$ cat config.mk
export PLATFORM = sky130hd
export DESIGN_NAME = dmem_arbiter_flat
export DESIGN_NICKNAME = d
export VERILOG_FILES = /design/src/rtl/dmem_arb_pkg.sv /design/src/rtl/dmem_arbiter_if.sv /design/src/rtl/dmem_arb_starve_ctr.sv /design/src/rtl/dmem_arbiter.sv /design/src/flat_wrapper.sv
export SDC_FILE = /design/constraint.sdc
export NUM_CORES = 1
export LEC_CHECK = 0
export BUFFER_PORTS_ARGS = -buffer_cell sky130_fd_sc_hd__buf_2
export CAP_MARGIN = 0
export CORE_AREA = 3 3 95 97
export DETAILED_ROUTE_END_ITERATION = 8
export DIE_AREA = 0 0 98 100
export PLACE_DENSITY = 0.67
export SYNTH_ARGS = -nofsm -noshare
export SYNTH_HDL_FRONTEND = slang
export SYNTH_HIERARCHICAL = 1
export SYNTH_SLANG_ARGS = --single-unit
$ cat constraint.sdc
create_clock -name clk -period 2.1 [get_ports clk]
set_input_delay 0.105 -clock clk [delete_from_list [all_inputs] [get_ports clk]]
set_output_delay 0.105 -clock clk [all_outputs]
set_load 0.03 [all_outputs]
$ cat src/rtl/dmem_arb_pkg.sv
// Shared types for the data-RAM arbiter: read-return owner encoding and starve counter width.
// Pure declarations; no timing or flow control of its own.
package dmem_arb_pkg;

  localparam int STARVE_W = 4;

  typedef enum logic [1:0] {
    OWN_NONE = 2'd0,
    OWN_CPU  = 2'd1,
    OWN_AUX  = 2'd2
  } owner_t;

  // Next read-return owner from this cycle's grants (grants are mutually exclusive).
  function automatic owner_t next_owner(input logic cpu_rd_gnt, input logic aux_rd_gnt);
    owner_t o;
    o = OWN_NONE;
    if (cpu_rd_gnt)      o = OWN_CPU;
    else if (aux_rd_gnt) o = OWN_AUX;
    return o;
  endfunction

endpackage

$ cat src/rtl/dmem_arbiter_if.sv
// Requester and RAM-side signal bundle for dmem_arbiter; slave = arbiter view, master = requesters/RAM view.
// Grants are same-cycle, read data follows one cycle after a read grant.
interface dmem_arbiter_if #(
  parameter int ADDR_W = 16,
  parameter int DATA_W = 32
);
  import dmem_arb_pkg::*;

  logic              cpu_req;
  logic              cpu_we;
  logic [ADDR_W-1:0] cpu_addr;
  logic [DATA_W-1:0] cpu_wdata;
  logic              cpu_gnt;
  logic              cpu_rvalid;
  logic [DATA_W-1:0] cpu_rdata;

  logic              aux_req;
  logic              aux_we;
  logic [ADDR_W-1:0] aux_addr;
  logic [DATA_W-1:0] aux_wdata;
  logic              aux_gnt;
  logic              aux_rvalid;
  logic [DATA_W-1:0] aux_rdata;

  logic [ADDR_W-1:0] ram_address;
  logic [DATA_W-1:0] ram_data;
  logic              ram_wren;
  logic [DATA_W-1:0] ram_q;

  modport slave (
    input  cpu_req, cpu_we, cpu_addr, cpu_wdata,
    input  aux_req, aux_we, aux_addr, aux_wdata,
    input  ram_q,
    output cpu_gnt, cpu_rvalid, cpu_rdata,
    output aux_gnt, aux_rvalid, aux_rdata,
    output ram_address, ram_data, ram_wren
  );

  modport master (
    output cpu_req, cpu_we, cpu_addr, cpu_wdata,
    output aux_req, aux_we, aux_addr, aux_wdata,
    output ram_q,
    input  cpu_gnt, cpu_rvalid, cpu_rdata,
    input  aux_gnt, aux_rvalid, aux_rdata,
    input  ram_address, ram_data, ram_wren
  );

endinterface

$ cat src/rtl/dmem_arb_starve_ctr.sv
// Saturating count of cycles a requester waits (req=1, gnt=0); optionally cleared by a grant or an idle cycle.
// Count visible the cycle after the wait; no backpressure, it only observes req/gnt.
module dmem_arb_starve_ctr
  import dmem_arb_pkg::*;
#(
  parameter int           W          = STARVE_W,
  parameter logic [W-1:0] LIMIT      = '1,
  parameter bit           CLR_ON_GNT = 1'b1
) (
  input  logic         clk,
  input  logic         rst,
  input  logic         req,
  input  logic         gnt,
  output logic [W-1:0] cnt,
  output logic         at_limit
);

  always_comb at_limit = (cnt == LIMIT);

  always_ff @(posedge clk or posedge rst) begin
    if (rst) begin
      cnt <= '0;
    end else if (CLR_ON_GNT && (gnt || !req)) begin
      cnt <= '0;
    end else if (req && !gnt && !at_limit) begin
      cnt <= cnt + 1'b1;
    end
  end

endmodule

$ cat src/rtl/dmem_arbiter.sv
// CPU/aux arbiter for the single-port data RAM: same-cycle grant, read data 1 cycle after a read grant.
// CPU has fixed priority; aux wins after MAX_WAIT denied cycles. Optional wait counters: DMEM_ARB_PERF_EN.
module dmem_arbiter
  import dmem_arb_pkg::*;
#(
  parameter int ADDR_W   = 16,
  parameter int DATA_W   = 32,
  parameter int MAX_WAIT = 4
) (
  input  logic                clk,
  input  logic                reset,
  dmem_arbiter_if.slave       bus
`ifdef DMEM_ARB_PERF_EN
  ,
  output logic [31:0]         cpu_wait_cnt,
  output logic [31:0]         aux_wait_cnt
`endif
);

  logic                cpu_gnt_i;
  logic                aux_gnt_i;
  logic                aux_win;
  logic                starve_at_limit;
  logic [STARVE_W-1:0] starve_cnt;
  logic [ADDR_W-1:0]   addr_mux;
  logic [DATA_W-1:0]   data_mux;
  owner_t              owner_q;
  owner_t              owner_d;

  dmem_arb_starve_ctr #(
    .W          (STARVE_W),
    .LIMIT      (STARVE_W'(MAX_WAIT)),
    .CLR_ON_GNT (1'b1)
  ) u_starve (
    .clk      (clk),
    .rst      (reset),
    .req      (bus.aux_req),
    .gnt      (aux_gnt_i),
    .cnt      (starve_cnt),
    .at_limit (starve_at_limit)
  );

  // Grants are forced low while reset is asserted, independent of the clock.
  always_comb begin
    aux_win   = bus.aux_req && (!bus.cpu_req || starve_at_limit);
    aux_gnt_i = !reset && aux_win;
    cpu_gnt_i = !reset && bus.cpu_req && !aux_win;
  end

  always_comb begin
    addr_mux = bus.cpu_addr;
    data_mux = bus.cpu_wdata;
    if (aux_gnt_i) begin
      addr_mux = bus.aux_addr;
      data_mux = bus.aux_wdata;
    end
  end

  always_comb begin
    bus.cpu_gnt     = cpu_gnt_i;
    bus.aux_gnt     = aux_gnt_i;
    bus.ram_address = addr_mux;
    bus.ram_data    = data_mux;
    bus.ram_wren    = (cpu_gnt_i && bus.cpu_we) || (aux_gnt_i && bus.aux_we);
  end

  // Read-return owner: which requester receives ram_q in the cycle after its read grant.
  always_ff @(posedge clk or posedge reset) begin
    if (reset) owner_q <= OWN_NONE;
    else       owner_q <= owner_d;
  end

  always_comb begin
    owner_d        = OWN_NONE;
    bus.cpu_rvalid = 1'b0;
    bus.aux_rvalid = 1'b0;
    bus.cpu_rdata  = bus.ram_q;
    bus.aux_rdata  = bus.ram_q;
    owner_d        = next_owner(cpu_gnt_i && !bus.cpu_we, aux_gnt_i && !bus.aux_we);
    if (!reset) begin
      bus.cpu_rvalid = (owner_q == OWN_CPU);
      bus.aux_rvalid = (owner_q == OWN_AUX);
    end
  end

  always_ff @(posedge clk) begin
    if (!reset) assert (starve_cnt <= STARVE_W'(MAX_WAIT));
  end

`ifdef DMEM_ARB_PERF_EN
  logic cpu_wait_sat;
  logic aux_wait_sat;

  dmem_arb_starve_ctr #(
    .W          (32),
    .LIMIT      (32'hFFFF_FFFF),
    .CLR_ON_GNT (1'b0)
  ) u_cpu_wait (
    .clk      (clk),
    .rst      (reset),
    .req      (bus.cpu_req),
    .gnt      (cpu_gnt_i),
    .cnt      (cpu_wait_cnt),
    .at_limit (cpu_wait_sat)
  );

  dmem_arb_starve_ctr #(
    .W          (32),
    .LIMIT      (32'hFFFF_FFFF),
    .CLR_ON_GNT (1'b0)
  ) u_aux_wait (
    .clk      (clk),
    .rst      (reset),
    .req      (bus.aux_req),
    .gnt      (aux_gnt_i),
    .cnt      (aux_wait_cnt),
    .at_limit (aux_wait_sat)
  );
`endif

endmodule

$ cat src/flat_wrapper.sv
// flat-port wrapper written by rule: the top's interface ports become plain ports
module dmem_arbiter_flat import dmem_arb_pkg::*;
#(
  parameter int ADDR_W   = 16,
  parameter int DATA_W   = 32,
  parameter int MAX_WAIT = 4
)
  (clk, reset, bus_cpu_req, bus_cpu_we, bus_cpu_addr, bus_cpu_wdata, bus_aux_req, bus_aux_we, bus_aux_addr, bus_aux_wdata, bus_ram_q, bus_cpu_gnt, bus_cpu_rvalid, bus_cpu_rdata, bus_aux_gnt, bus_aux_rvalid, bus_aux_rdata, bus_ram_address, bus_ram_data, bus_ram_wren);
  dmem_arbiter_if #(.ADDR_W(ADDR_W), .DATA_W(DATA_W)) bus_i ();
  input  logic clk;
  input  logic reset;
  input wire logic [$bits(bus_i.cpu_req)-1:0] bus_cpu_req;
  input wire logic [$bits(bus_i.cpu_we)-1:0] bus_cpu_we;
  input wire logic [$bits(bus_i.cpu_addr)-1:0] bus_cpu_addr;
  input wire logic [$bits(bus_i.cpu_wdata)-1:0] bus_cpu_wdata;
  input wire logic [$bits(bus_i.aux_req)-1:0] bus_aux_req;
  input wire logic [$bits(bus_i.aux_we)-1:0] bus_aux_we;
  input wire logic [$bits(bus_i.aux_addr)-1:0] bus_aux_addr;
  input wire logic [$bits(bus_i.aux_wdata)-1:0] bus_aux_wdata;
  input wire logic [$bits(bus_i.ram_q)-1:0] bus_ram_q;
  output wire logic [$bits(bus_i.cpu_gnt)-1:0] bus_cpu_gnt;
  output wire logic [$bits(bus_i.cpu_rvalid)-1:0] bus_cpu_rvalid;
  output wire logic [$bits(bus_i.cpu_rdata)-1:0] bus_cpu_rdata;
  output wire logic [$bits(bus_i.aux_gnt)-1:0] bus_aux_gnt;
  output wire logic [$bits(bus_i.aux_rvalid)-1:0] bus_aux_rvalid;
  output wire logic [$bits(bus_i.aux_rdata)-1:0] bus_aux_rdata;
  output wire logic [$bits(bus_i.ram_address)-1:0] bus_ram_address;
  output wire logic [$bits(bus_i.ram_data)-1:0] bus_ram_data;
  output wire logic [$bits(bus_i.ram_wren)-1:0] bus_ram_wren;
  assign bus_i.cpu_req = bus_cpu_req;
  assign bus_i.cpu_we = bus_cpu_we;
  assign bus_i.cpu_addr = bus_cpu_addr;
  assign bus_i.cpu_wdata = bus_cpu_wdata;
  assign bus_i.aux_req = bus_aux_req;
  assign bus_i.aux_we = bus_aux_we;
  assign bus_i.aux_addr = bus_aux_addr;
  assign bus_i.aux_wdata = bus_aux_wdata;
  assign bus_i.ram_q = bus_ram_q;
  assign bus_cpu_gnt = bus_i.cpu_gnt;
  assign bus_cpu_rvalid = bus_i.cpu_rvalid;
  assign bus_cpu_rdata = bus_i.cpu_rdata;
  assign bus_aux_gnt = bus_i.aux_gnt;
  assign bus_aux_rvalid = bus_i.aux_rvalid;
  assign bus_aux_rdata = bus_i.aux_rdata;
  assign bus_ram_address = bus_i.ram_address;
  assign bus_ram_data = bus_i.ram_data;
  assign bus_ram_wren = bus_i.ram_wren;
  dmem_arbiter #(.ADDR_W(ADDR_W), .DATA_W(DATA_W), .MAX_WAIT(MAX_WAIT)) u_core (.clk(clk), .reset(reset), .bus(bus_i));
endmodule
After elaboration in Yosys (flattened, before gate mapping)
Index checks and enable logic that the tools add are counted.
{"block": "totals", "reg_bits": 6, "inputBits": 134, "out_inout_bits": 117, "elab_cells": 36}
{"block": "classes", "addsub": 1, "eq_ne": 3, "mux": 8, "n_reduce_logical": 22}
{"cell": "2-to-1 mux 32 bit", "n": 1}
{"cell": "2-to-1 mux 16 bit", "n": 1}
{"cell": "logical AND 1 bit", "n": 10}
{"cell": "zero test 1 bit", "n": 8}
{"cell": "2-to-1 mux 4 bit", "n": 2}
{"cell": "adder 4 x 1 -> 4 bit, second input constant", "n": 1}
{"cell": "== test 4 x 3 -> 1 bit, second input constant", "n": 1}
{"cell": "2-to-1 mux 2 bit", "n": 2}
{"cell": "logical OR 1 bit", "n": 3}
{"cell": "== test 2 x 1 -> 1 bit, second input constant", "n": 1}
{"cell": "== test 2 bit, second input constant", "n": 1}
{"cell": "2-to-1 mux 1 bit", "n": 2}
{"cell": "nonzero test 2 bit", "n": 1}

Longest topological paths before layout
{"block": "logic_depth", "word_depth": 9, "depth_mapped": 10, "ltp_nobuf": 8}

Cells and area by module
Netlist, hierarchy kept.
{"module": "dmem_arbiter", "instances": 1, "cells_per_inst": 133, "area_each_um2": 1391.3, "seq_area_each_um2": 50.0}
{"module": "dmem_arb_starve_ctr", "instances": 1, "cells_per_inst": 24, "area_each_um2": 255.2, "seq_area_each_um2": 100.1}

Worst setup path before layout
OpenSTA, ideal clock, no wires.
{"block": "synth_timing", "path_kind": "register to register", "start": "reg u_core.u_starve.cnt[0]", "end": "reg u_core.u_starve.cnt[3]", "setup_ps": 79, "t_arrival_ps": 2207, "t_required_ps": 2021, "slack_ps": -187, "path_stages_with_launch": 11, "n_path_buf": 2, "period_less_slack_ps": 2287, "path_cell_list": "dfrtp_1 inv_1 ha_1 and3b_1 clkbuf_1 nand2b_2 nand3_4 buf_6 inv_1 or4b_1 mux2i_1"}
{"block": "synth_between", "elab_chain_cells": 8, "word_cells_on_any_way": 13, "classes_between": "add/sub (1); eq/ne (1); mux (2); reduce/logical (9)"}
{"element": "start, declared", "line_no": "dmem_arb_starve_ctr.sv:14", "text": "output logic [W-1:0] cnt,"}
{"element": "start signal, assigned", "line_no": "dmem_arb_starve_ctr.sv:26", "text": "cnt <= cnt + 1'b1;"}
{"element": "== test 4 x 3 -> 1 bit *", "line_no": "dmem_arb_starve_ctr.sv:18", "text": "always_comb at_limit = (cnt == LIMIT);"}
{"element": "via u_core.starve_at_limit", "line_no": "dmem_arbiter.sv:23", "text": "logic starve_at_limit;"}
{"element": "logical OR 1 bit *", "line_no": "dmem_arbiter.sv:45", "text": "aux_win = bus.aux_req && (!bus.cpu_req || starve_at_limit);"}
{"element": "logical AND 1 bit *", "line_no": "dmem_arbiter.sv:45"}
{"element": "logical AND 1 bit *", "line_no": "dmem_arbiter.sv:46", "text": "aux_gnt_i = !reset && aux_win;"}
{"element": "via bus_aux_gnt", "line_no": "flat_wrapper.sv:24", "text": "output wire logic [$bits(bus_i.aux_gnt)-1:0] bus_aux_gnt;"}
{"element": "zero test 1 bit", "line_no": "dmem_arb_starve_ctr.sv:25", "text": "end else if (req && !gnt && !at_limit) begin"}
{"element": "logical AND 1 bit (2 in series)", "line_no": "dmem_arb_starve_ctr.sv:25"}
{"element": "nonzero test 2 bit (no source line)"}
The timed path passes the listed nets; every way through them passes the cells marked *. The select of a mux whose other input is x is not followed.
A chain may end at the register's enable or synchronous reset.

Worst setup path in the final report
{"block": "layout_timing", "start": "reg u_core.u_starve.cnt[1]", "end": "out bus_ram_address[14]"}
{"block": "layout_between", "elab_chain_cells": 5}
{"element": "== test 4 x 3 -> 1 bit", "line_no": "dmem_arb_starve_ctr.sv:18"}
{"element": "via u_core.starve_at_limit", "line_no": "dmem_arbiter.sv:23"}
{"element": "logical OR 1 bit", "line_no": "dmem_arbiter.sv:45"}
{"element": "logical AND 1 bit", "line_no": "dmem_arbiter.sv:45"}
{"element": "logical AND 1 bit", "line_no": "dmem_arbiter.sv:46"}
{"element": "2-to-1 mux 16 bit", "line_no": "dmem_arbiter.sv:53", "text": "if (aux_gnt_i) begin"}
{"element": "end, declared", "line_no": "flat_wrapper.sv:27", "text": "output wire logic [$bits(bus_i.ram_address)-1:0] bus_ram_address;"}
The timed path passes the listed nets, and every way through them passes these cells.

==> summary by stage <==
Outcome
The flow ran to the end, but the final reports show violations. The checks that failed: negative setup slack.

Clock tree
The number of sinks driven by the clock tree is 6. The clock edge transition at the registers on the reported setup and hold paths is 0.04 ns. Clock tree synthesis selected as its root buffer the cell clkbuf_8. TritonCTS built the clock tree. In this run, CTS created clock tree buffers numbering 3. In this run the deepest clock path goes through 2 buffers. The level count of the clock H-tree is 1. The clock reaches the later pin of the worst-skew pair after approximately 0.22 ns.

Setup path
The cell repeated most along the worst path is buf_6. The instance count on the critical path is 9. In this run the worst path has a maximum fanout of 9. The largest incremental delay on the critical path is 0.38 ns. The sort of element at the end of the critical path is an output pin. The worst setup path is launched from a register.

The critical path goes through inv_1 > ha_2 > and3b_1 > nand2b_4 > nand3_4 > buf_6 > buf_12 > mux2_4 > buf_6. The worst setup path is of the register to output pin kind. The number of buffers and inverters on the critical path is 4.

The kind of cell adding the most delay to the critical path is buffers and inverters. The arrival time at the worst endpoint is approximately 2 ns. The depth of the most critical reg-to-reg path is 9. The worst endpoint required time is 2.00 ns. The slowest cell on the critical path is dfrtp_1.

Final layout
The repair_antennas step left the layout with diodes totalling 0. The area growth from synthesis to layout is 49.77%. After the flow finishes, the layout carries non-filler instances totaling between 300 and 400. The net count of the finished layout is about 400. The library cells used most frequently in the layout, excluding fill and tap cells, are buf_2, mux2_4, buf_6, buf_4, dfrtp_1. The final design instance area without fill is between 0.002 and 0.0025 mm². The post-route netlist has just under 90% of its cells at a drive strength greater than 1. The commonest non-fill, non-tap cell in the layout is buf_2.

STA
The clock period minus final worst setup slack is 2.118 ns. On the final layout, the worst clock skew is 0.001910 ns. The maximum operating frequency is ~0.47 GHz. The max-slew violation count was 0. On the final layout, the worst hold slack is around 0.074 ns. Setup repair after global routing could not meet its margin everywhere. The headroom to the max-slew limit is between 80% and 90%.

The final-report setup violation count is 14. The final count of hold timing violations is 0. The worst setup slack after layout is -0.01766 ns. At the pin with the least slew margin, the transition time is ~0.2 ns. The final critical path takes up 100.8% of the cycle.

Synth
The Yosys step of the flow raised 6 warnings. The part of the Yosys area used for sequential elements is under 10%. Summed over all instances, the cell type with the most area after synthesis is mux2_4. Counting distinct cell types in the post-synthesis netlist gives 23. Yosys mapped a number of flops with a built-in enable equal to 0. Counting flops with an async set or reset pin after synthesis yields a share of between 90% and 100%. The cell area after technology mapping is 0.001647 mm². The mean post-synth cell area is 10.49 µm². The number of instances in the synthesized netlist is roughly 160.

In the post-synthesis netlist, the biggest area contributors are mux2_4, buf_4, dfrtp_1. The commonest register cell after synthesis is dfrtp_1. The area share of the largest cell type after synthesis is 43.77%. The count of state elements after synthesis is 6. The number of nets handed over by synthesis was around 300.

Placement
During placement, the flow inserted port buffers numbering approximately 150. The count of placed standard cells including taps is between 300 and 400. After legalization and detailed placement, the total HPWL measured around 3.9 mm. After detailed placement, the total cell area comes to 0.002054 mm².

Routability-driven placement finished with a final weighted congestion of roughly 0.68.

Route
The top routing layer in use is met3. For this block, the initial DRC count from the detailed router was 11. The wire length on met3 is 654 µm. The detail route stage leaves a number of antenna-violating nets equal to 0. The routed length on met1 is 1.697 mm. In the routed layout, each cell is associated on average with a via count of between 3 and 4. The length of the first detailed-routing pass in iterations is 4. The via count is around 1400. The total length of routed met2 wires is ~2.7 mm. The final routed DRC violation total is 0.

The detail-routed net length per standard cell is around 14 µm. The final layout contains routed wiring with a total length of ~5.0 mm.

Power and ir drop
The power per cell area is between 300 and 400 mW/mm². In this run the power spent charging and discharging nets is 0.3569 mW. Of the total power, registers draw between 10 and 15%.

The share of power burned in the clock network is between 10% and 20%. IR analysis of the VDD net gives a maximum drop of about 0.00041 V. Internal power comes to between 0.5 and 0.6 mW.

Net switching is roughly 38% of the power. The share of total power dissipated in combinational logic is 67.7%. The static power due to leakage is around 1.4 nW.

GRT
The aggregate global routing overflow is 0. The wire length of the first global-routing pass is 7.327 mm. The maximum number of pins on one net before global-route repair is 16. The initial antenna violation count is 0.

The via count of the first global-routing pass was roughly 1500. Global routing used between 9 and 10% of the available tracks across all layers.

Die
The initial utilization of the core area, before any placement, comes to between 20% and 30%. The die covers around 0.01 mm². The number of cell rows is 33. The number of top-level design ports is about 250. The y dimension of the die is 100 µm. The core region is about 0.0082 mm².

In this run the horizontal extent of the chip is around 98 µm.

Hold path
In this run the worst hold path is classified as input pin to register. The hold path depth is 2.

Job
The total of max-cap violations is 0.
[Yosys cell counts (2+ instances only)]
master and number:
buf_4 64, buf_6 5, dfrtp_1 6, ha_1 2
inv_1 5, mux2_4 48, mux2i_1 3, nand2_1 2
nand3_1 3, nand3b_1 4, nor2_1 2, nor3b_1 2
[final timing paths]
| kind | end | slack, ns | start |
|---|---|---|---|
| min in group asynchronous | u_core/owner_q[1] | 0.35 | reset |
| setup reg to reg | u_core/u_starve/cnt[3] | 0.16 | u_core/u_starve/cnt[1] |
| hold / removal | u_core/owner_q[1] | 0.07 | bus_aux_we |
| setup / recovery | bus_ram_address[14] | -0.02 | u_core/u_starve/cnt[1] |
| max in group asynchronous | u_core/u_starve/cnt[3] | 1.56 | reset |
| hold reg to reg | u_core/u_starve/cnt[3] | 0.58 | u_core/u_starve/cnt[3] |
[layout make-up]
cell class | instances | area, µm²
Fill cell | 857 | 5751
Timing Repair Buffer | 168 | 1176
Multi-Input combinational cell | 75 | 940.9
Sequential cell | 6 | 150.1
Tap cell | 105 | 131.4
Clock buffer | 3 | 41.29
Inverter | 6 | 26.28
[cells by family (layout without fill, tap and decap cells)]
family / Yosys count / after routing / share of synthesized area, %
xor gates and xnor gates: 1 / 1 / 0.5320
adders and majority gates: 2 / 2 / 1.520
AOI/OAI and AO/OA: 2 / 2 / 0.9116
muxes: 51 / 51 / 45.59
and+or+nand+nor: 19 / 19 / 8.131
buffers and inverters: 76 / 177 / 34.19
DFF: 6 / 6 / 9.118
[per-stage QoR]
step                setup slack [ns]  util (%)  setup TNS [ns]  power, mW
global route                 -0.1113     30.01          -2.478     0.9964
finish                      -0.01766     30.01         -0.1413     0.9428
global placement              0.1352     25.00               0     0.6553
floorplan                    -0.1261         -         -0.1261     0.7215
CTS                         -0.02931     29.27         -0.4385     0.9343
detailed placement           0.07244     25.00               0     0.6651
[routing by layer]
layer | global-route usage (%) | vias up
li1 | - | 670
met1 | 10.17 | 636
met2 | 16.54 | 113
met3 | 3.892 | 0
met4 | 0.9585 | 0
met5 | 0 | -
[flip-flops by register name, indices dropped and copies added, names as in the netlist]
signal / cells
u_core/u_starve/cnt: 4
u_core/owner_q: 2
[power by group through the flow]
stage / clock network [mW] / registers (mW) / logic, mW
after floorplan: 0 / 0.134 / 0.587
after global placement: 0 / 0.136 / 0.519
after detailed placement: 0 / 0.137 / 0.528
after CTS: 0.176 / 0.132 / 0.626
after global routing: 0.186 / 0.134 / 0.677
final: 0.172 / 0.132 / 0.638
[what timing repair did]
action,CTS,global route
gates resized for setup,62,10
setup endpoints to repair,48,49
gates cloned,2,1
pin swaps,1,0
buffers inserted,5,3
hold buffers,1,0
hold endpoints to repair,6,0
(Power assumes the default switching activity.)
